## config.mk

```make
export PLATFORM = sky130hd
export DESIGN_NAME = shift_field_packer
export DESIGN_NICKNAME = d
export VERILOG_FILES = /design/src/rtl/shift_field_packer.sv
export SDC_FILE = /design/constraint.sdc
export NUM_CORES = 1
export LEC_CHECK = 0
export BUFFER_PORTS_ARGS = -buffer_cell sky130_fd_sc_hd__buf_2
export CAP_MARGIN = 20
export CELL_PAD_IN_SITES_DETAIL_PLACEMENT = 1
export CELL_PAD_IN_SITES_GLOBAL_PLACEMENT = 2
export CORE_UTILIZATION = 31
export DETAILED_ROUTE_END_ITERATION = 16
export PLACE_DENSITY_LB_ADDON = 0.12
export SLEW_MARGIN = 10
export SYNTH_ARGS = -nofsm -noshare
export SYNTH_HDL_FRONTEND = slang
export SYNTH_SLANG_ARGS = --single-unit
```

## constraint.sdc

```tcl
create_clock -name clk -period 2.15 [get_ports clk]
set_input_delay 0 -clock clk [delete_from_list [all_inputs] [get_ports clk]]
set_output_delay 0 -clock clk [all_outputs]
set_load 0.1 [all_outputs]
```

## src/rtl/shift_field_packer.sv

```systemverilog
// Sequential field packer: field i = i << i (truncated to FIELD_W), one field per clock,
// MSB-first or LSB-first slot order, with a sticky truncation flag.
module shift_field_packer #(
  parameter int unsigned FIELD_W    = 10,
  parameter int unsigned NUM_FIELDS = 8,
  parameter int unsigned CNT_W      = (NUM_FIELDS > 1) ? $clog2(NUM_FIELDS) : 1
) (
  input  logic                          clk,
  input  logic                          rst,
  input  logic                          start,
  input  logic                          lsb_first,
  output logic                          busy,
  output logic                          done,
  output logic [NUM_FIELDS*FIELD_W-1:0] result,
  output logic                          overflow
);

  localparam int unsigned VW = CNT_W + NUM_FIELDS;
  // Shifter width covers the full i << i and always leaves at least one bit above the field.
  localparam int unsigned XW = (VW > FIELD_W) ? VW : FIELD_W + 1;
  localparam logic [CNT_W-1:0] LAST = CNT_W'(NUM_FIELDS - 1);

  typedef enum logic [1:0] {
    IDLE = 2'd0,
    RUN  = 2'd1,
    DONE = 2'd2
  } state_t;

  state_t             state;
  state_t             state_nx;
  logic               busy_nx;
  logic               done_nx;
  logic [CNT_W-1:0]   idx;
  logic [CNT_W-1:0]   slot;
  logic               lsb_q;
  logic [XW-1:0]      val;
  logic [FIELD_W-1:0] field;
  logic               field_ovf;

  // State register; busy/done are registered decodes of the next state.
  always_ff @(posedge clk or posedge rst) begin
    if (rst) begin
      state <= IDLE;
      busy  <= 1'b0;
      done  <= 1'b0;
    end else begin
      state <= state_nx;
      busy  <= busy_nx;
      done  <= done_nx;
    end
  end

  always_comb begin
    state_nx = state;
    case (state)
      IDLE:    if (start) state_nx = RUN;
      RUN:     if (idx == LAST) state_nx = DONE;
      DONE:    state_nx = IDLE;
      default: state_nx = IDLE;
    endcase
  end

  always_comb begin
    busy_nx = 1'b0;
    done_nx = 1'b0;
    if (state_nx == RUN)  busy_nx = 1'b1;
    if (state_nx == DONE) done_nx = 1'b1;
  end

  always_comb begin
    val       = XW'(idx) << idx;
    field     = val[FIELD_W-1:0];
    field_ovf = |val[XW-1:FIELD_W];
    slot      = lsb_q ? idx : LAST - idx;
  end

  // Datapath: clear on accepted start, write one slot per RUN cycle, hold otherwise.
  always_ff @(posedge clk or posedge rst) begin
    if (rst) begin
      idx      <= '0;
      lsb_q    <= 1'b0;
      result   <= '0;
      overflow <= 1'b0;
    end else begin
      case (state)
        IDLE: begin
          if (start) begin
            lsb_q    <= lsb_first;
            result   <= '0;
            overflow <= 1'b0;
            idx      <= '0;
          end
        end
        RUN: begin
          for (int k = 0; k < NUM_FIELDS; k++) begin
            if (slot == CNT_W'(k)) result[k*FIELD_W +: FIELD_W] <= field;
          end
          if (field_ovf) overflow <= 1'b1;
          if (idx != LAST) idx <= idx + 1'b1;
        end
        default: ;
      endcase
    end
  end

endmodule
```

# After elaboration in Yosys (flattened, before gate mapping)
# Cells that the tools add are included.
# op_classes
add_sub_neg	2
n_eq_ne	23
n_shift	1
muxes	22
n_reduce_logical	14
# op_table
operator	count
$pmux 80 s2	1
$mux 10	8
$mux 80	1
$reduce_and 3->1	10
$ne 2x2->1 const B	11
$eq 3x3->1 const B	5
$shl 3x3->11	1
$mux 3	3
$eq 3x2->1 const B	2
$pmux 3 s2	1
$eq 2x1->1 const B	2
$mux 1	4
$mux 2	2
$pmux 2 s2	1
$add 3x1->3 const B	1
$eq 3x1->1 const B	1
$logic_not 3->1	1
$ne 3x3->1 const B	1
$sub 3x3->3 const A	1
$eq 2x2->1 const B	1
$logic_not 2->1	1
$pmux 1 s2	1
$reduce_and 2->1	1
$reduce_bool 2->1	1
# totals
ff_bits	89
input_bits	4
out_inout_bits	83
word_cells	76

# Logic depth before layout (Yosys ltp)
# Gate-level depths: netlist (run 1).
# logic_depth
ltp_word	5
mapped_depth	7
depth_no_buf	5

# Least setup slack after synthesis (run 1)
# Ideal clock, no wire load.
# synth_timing
path_type	reg2reg
start	register idx[0]
end	register result[17]
setup_ps	83
arrival_time_ps	1574
setup_slack_ps	493
path_stages_with_launch	7
n_path_buf	2
synth_period_minus_slack_ps	1657
cell_sequence	dfrtp_1 buf_2 buf_2 inv_1 ha_1 a2111o_1 o22ai_1
# synth_via
elab_chain_len	5
word_cells_on_any_way	8
# synth_lines
element	line	source
from (decl)	33	logic [CNT_W-1:0] idx;
from (signal assigned)	99	if (idx != LAST) idx <= idx + 1'b1;
$sub 3x3->3	74	slot = lsb_q ? idx : LAST - idx;
$mux 3	74	
$eq 3x1->1	96	if (slot == CNT_W'(k)) result[k*FIELD_W +: FIELD_W] <= field;
$ne 2x2->1 (no source line)	-	
$reduce_and 3->1 (no source line)	-	
to (signal, indexed assignment)	96	
to (decl)	14	output logic [NUM_FIELDS*FIELD_W-1:0] result,
# Parallel ways exist; a longest one is shown, timed or not. The select of a mux whose other input is x is not followed.
# A chain may end at the register's enable or synchronous reset.

# Worst setup path after layout (run 1)
# layout_timing
start	register lsb_q
end	register result[35]
# layout_via
elab_chain_len	4
# layout_lines
element	line	source
from (decl)	35	logic lsb_q;
from (signal assigned)	88	lsb_q <= lsb_first;
$mux 3	74	
$eq 3x2->1	96	
$ne 2x2->1 (no source line)	-	
$reduce_and 3->1 (no source line)	-	
# Every way passes these cells.

==> flow_summary.ini, run 1 <==
[status]
run_status = finished clean

[global_routing]
grt-ovfl-total = 0
grt_pass1_vias = 2513
antenna_found_initial = 0
grt_pass1_wl_mm = 13.8
grtUsageTotal_pct = 15.8
grtUsageMet3_pct = 3.15
top_usage_layer = met2
grt_max_degree = 60
use_met2_pct = 23.3
met1_usage_pct = 21.9

[routing]
wire_per_inst_um = 16.3
drt_iter0_markers = 66
vias_per_cell = 4.77
drt-total-wl_mm = 8.37
vias = 2454
firstDrtPassIters = 4
drc = 0
ant_nets = 0

[setup_path]
slowest_delay_ns = 0.63
arrival_ns = 2.19
start_kind = flip-flop
endpoint_kind = flip-flop
cp_slowest_cell = or4b_4
reg2reg_slack_ns = 0.24
crit_chain = or4b_4, a21oi_4, mux2i_1
crit_type = reg2reg
required_ns = 2.43
worstPathMaxFanout = 17

[clock_network]
cts_setup_buffers = 0
cts_tree = yes
numCtsBuffers = 9
clockRootBuffer = clkbuf_8
htreeDepth = 3
clock_latency_ns = 0.36
path_clk_slew_ns = 0.09
cts.path.max_buffers = 2
cts_sinks = 81

[finish]
final_nets = 377
area_growth_pct = 23.2
fin_area_um2 = 4250
diodes = 0
layout_common_cells = dfrtp_1, buf_2, nand2_1
final.fill_count = 1209
layout_commonest_cell = dfrtp_1
drive_gt1_share_pct = 33.2

[sta]
rsz0062_at_grt = false
setup_viol = 0
clock_skew_ns = 0.00527
max-slew-margin-rel_pct = 58.4
period_share_pct = 88.8
finalSetupTns_ns = 0
max_freq_mhz = 524
layout_min_cycle_time_ns = 1.91
hold_viol = 0
slew_viol_final = 0
tightestPinTransition_ns = 0.624

[synth]
avgSynthCellArea_um2 = 12.0
synthMuxAreaShare_pct = 8.74
synth_area_leader_cell = dfrtp_1
synth_top_area_share_pct = 58.7
synth-main-ff-cell = dfrtp_1
yosys_register_bits = 81
synth_compound_area_share_pct = 5.47
ys_warn_count = 0
async_flop_share_pct = 100
yosys.area_share.adder_pct = 1.45
synth_top_family_by_area = simple AND/OR/NAND/NOR gates
synthSimpleGateAreaFrac_pct = 20.3
syn-cell-area_um2 = 3450
synthTopCellsByArea = dfrtp_1, mux2i_1, nor3b_1
yosysSeqAreaShare_pct = 58.7
synth.distinct_cells = 41
synthCells = 288
synth_edf_count = 0
synth_xor_xnor_area_share_pct = 0

[place]
placed_cell_area_um2 = 4000
place_congestion = 0.700
dp_hpwl_mm = 5.54
portBuffers = 78

[die]
num_io_pins = 87
start_util_pct = 31.8
rows = 38
fp.dieH_um = 108
core_region_area_um2 = 10800
die_width_um = 108
dieArea_um2 = 11600

[flow_run]
cap_violations = 0

[power_and_ir_drop]
ir_drop_mv = 1.06
powerDensity_nw_per_um2 = 1640
leakage_uw = 0.00230

[min_path]
min_path_type = in2async
[registers in the layout, summed over array words and instances (netlist names)]
register,cells
busy,1
done,1
idx,3
lsb_q,1
overflow,1
result,72
state,2
[where the power goes]
group          total, uW  switching [uW]  internal, uW
registers           2100             287          1810
logic               3610            2870           742
clock network       1240             584           653
total               6950            3740          3210
[final cells by class]
| class | instances | area (um^2) | area share, % |
|---|---|---|---|
| Tap cell | 140 | 175 | 4.12 |
| Timing Repair Buffer | 93 | 536 | 12.6 |
| Inverter | 5 | 20.0 | 0.471 |
| Clock buffer | 9 | 124 | 2.91 |
| Clock inverter | 7 | 93.8 | 2.21 |
| Multi-Input combinational cell | 179 | 1270 | 30.0 |
| Sequential cell | 81 | 2030 | 47.7 |
[path summary, 6_finish.rpt]
check                           startpoint    endpoint  cells after the start
worst min-delay path                   rst  result[64]                      3
min in group clk                 lsb_first       lsb_q                      3
worst min register to register   result[6]   result[6]                      1
worst max-delay path                 lsb_q  result[35]                      3
max in group asynchronous              rst  result[18]                      4
worst max register to register       lsb_q  result[35]                      3
[critical path: cells and delay by family (launching register included)]
| family | cells | cell delay (ns) |
|---|---|---|
| multiplexers | 1 | 0.24 |
| AND/OR/NAND/NOR | 1 | 0.63 |
| AO/OA/AOI/OAI | 1 | 0.38 |
| flip-flops | 1 | 0.57 |
[logic make-up after synthesis]
kind of cell    count (synthesis)
simple gates                  113
flops                          81
buf+inv                        35
mux                            30
compound gates                 24
fa+ha+maj                       4
other cells                     1
[metrics by stage]
stage / setup WS [ns] / util, % / total power (uW) / cells / hold WS (ns)
after floorplan: 0.0699 / - / 5070 / 295 / 0.150
after global placement: 0.231 / 36.9 / 5740 / 495 / 0.00922
after detailed placement: 0.149 / 36.9 / 5780 / 495 / 0.0145
after CTS: 0.124 / 39.2 / 7040 / 514 / 0.158
after global routing: 0.0922 / 39.2 / 7310 / 514 / 0.208
final: 0.242 / 39.2 / 6950 / 514 / 0.163
[per-layer routing]
layer  part of all wire (%)  vias to the layer above  wire length [um]
li1                       -                     1143                 -
met1                     49                     1252              4080
met2                     46                       49              3830
met3                    3.8                       10               320
met4                    1.8                        0               148
met5                      0                        -                 0
[repair_timing]
item	CTS	global route
setup endpoints to repair	0	4
resized for setup	0	2
hold buffers	3	0
hold endpoints to repair	24	0
[cell usage after synthesis (8+ instances only)]
cell type / number
buf_4: 8
dfrtp_1: 81
nand2_1: 39
mux2i_1: 29
buf_2: 9
and3_1: 16
nor3b_1: 22
clkbuf_1: 12
No activity file was read; power rests on OpenSTA's default activity.
==> inputs of run 2 (changes only) <==
- PLACE_DENSITY_LB_ADDON: 0.12 -> 0.25
==> flow_summary.ini, run 2 (synthesized netlist as in run 1, its figures left out) <==
[die]
fp.dieH_um = 108
start_util_pct = 31.8
rows = 38
core_region_area_um2 = 10800
num_io_pins = 87
die_width_um = 108
dieArea_um2 = 11600

[sta]
max-slew-margin-rel_pct = 56.2
rsz0062_at_grt = false
finalSetupTns_ns = 0
worst_slack_ns = 0.143
max_freq_mhz = 498
holdWs_ns = 0.282
clock_skew_ns = 0.00716
tightestPinTransition_ns = 0.657
slew_viol_final = 0
setup_viol = 0
layout_min_cycle_time_ns = 2.01
period_share_pct = 93.3
hold_viol = 0

[power_and_ir_drop]
ir_drop_mv = 0.909
powerDensity_nw_per_um2 = 1620
leakage_uw = 0.00228

[global_routing]
grt_pass1_wl_mm = 13.5
grt-ovfl-total = 0
grt_pass1_vias = 2448
grt_max_degree = 82
grtUsageTotal_pct = 15.5
antenna_found_initial = 0

[place]
dp_slack_ns = 0.159
place_congestion = 0.689
portBuffers = 78
dp_hpwl_mm = 5.50

[clock_network]
htreeDepth = 3
numCtsBuffers = 9
path_clk_slew_ns = 0.08
cts_sinks = 81
cts_tree = yes
clock_latency_ns = 0.35
cts.path.max_buffers = 2
cts_setup_buffers = 0
clockRootBuffer = clkbuf_8

[setup_path]
r2r_cells = 5
r2r-end = idx[2]
critPathCapture = idx[2]
reg2reg_slack_ns = 0.14
crit_type = reg2reg
worstPathMaxFanout = 23
required_ns = 2.42
arrival_ns = 2.28
endpoint_kind = flip-flop
start_kind = flip-flop
reg2reg_from = idx[1]
crit_start = idx[1]

[routing]
vias = 2418
firstDrtPassIters = 4
wire_per_inst_um = 16.1
drt-total-wl_mm = 8.26
drc = 0
ant_nets = 0
drt_iter0_markers = 94
vias_per_cell = 4.72

[finish]
layout_common_cells = dfrtp_1, buf_2, nand2_1
biggestRegsByFlops = result (72), idx (3), state (2)
final_nets = 375
diodes = 0
largest_reg_flops = 72
regMostFlops = result
drive_gt1_share_pct = 31.7
layout_commonest_cell = dfrtp_1
multi_input_area_um2 = 1270
area_growth_pct = 21.6
ff_latch_area_um2 = 2030
final.fill_count = 1202

[flow_run]
cap_violations = 0

[min_path]
min_path_type = in2async

[status]
run_status = finished clean
## run 2: routing by layer
metal  routed length [um]  track usage [%]  part of all wire [%]  vias to the layer above
li1                     -                -                     -                     1140
met2                 3920             22.9                    48                       49
met5                    0                0                     0                        -
met4                   51             5.58                  0.62                        0
met1                 3980             21.5                    48                     1227
met3                  308             4.42                   3.7                        2
## run 2: power breakdown
| group | switching (uW) | leakage (uW) | internal (uW) | total (uW) |
|---|---|---|---|---|
| Sequential | 322 | 0.00111 | 1810 | 2130 |
| Combinational | 2820 | 0.00107 | 715 | 3540 |
| Clock | 538 | 0.000101 | 572 | 1110 |
## run 2: through the flow
step	utilization [%]	area [um^2]	instances	power, uW
detailed placement	36.6	3970	493	5740
global placement	36.6	3970	493	5690
finish	38.7	4200	512	6780
CTS	38.7	4200	512	6880
floorplan	-	3480	295	5070
global route	38.7	4200	512	7150
## run 2: repair_timing
action,in CTS,in global routing
hold buffers,3,0
endpoints found under the hold margin,83,0
gates resized for setup,0,0
## run 2: worst min path at each step
stage / startpoint / endpoint / depth (start not counted) / slack [ns]
6_report: rst / result[66] / 4 / 0.28
5_1_grt: rst / result[66] / 4 / 0.31
4_1_cts: rst / result[12] / 4 / 0.29
3_5_place_dp: rst / result[62] / 3 / 0.13
3_3_place_gp: rst / result[62] / 3 / 0.13
2_1_floorplan: lsb_first / lsb_q / 1 / 0.15
## run 2: worst max-delay path, cell delays in order, from the launching register on
cell and delay (ns):
dfrtp_1 0.63, ha_1 0.32, ha_1 0.20, nand2b_1 0.16, a21oi_1 0.39, mux2i_1 0.24
## run 2: final cells by class
| cell class | instances | area share [%] |
|---|---|---|
| Clock buffer | 12 | 3.46 |
| Tap cell | 140 | 4.17 |
| Clock inverter | 4 | 1.25 |
| Timing Repair Buffer | 91 | 12.1 |
| Inverter | 5 | 0.477 |
| Multi-Input combinational cell | 179 | 30.3 |
| Sequential cell | 81 | 48.3 |
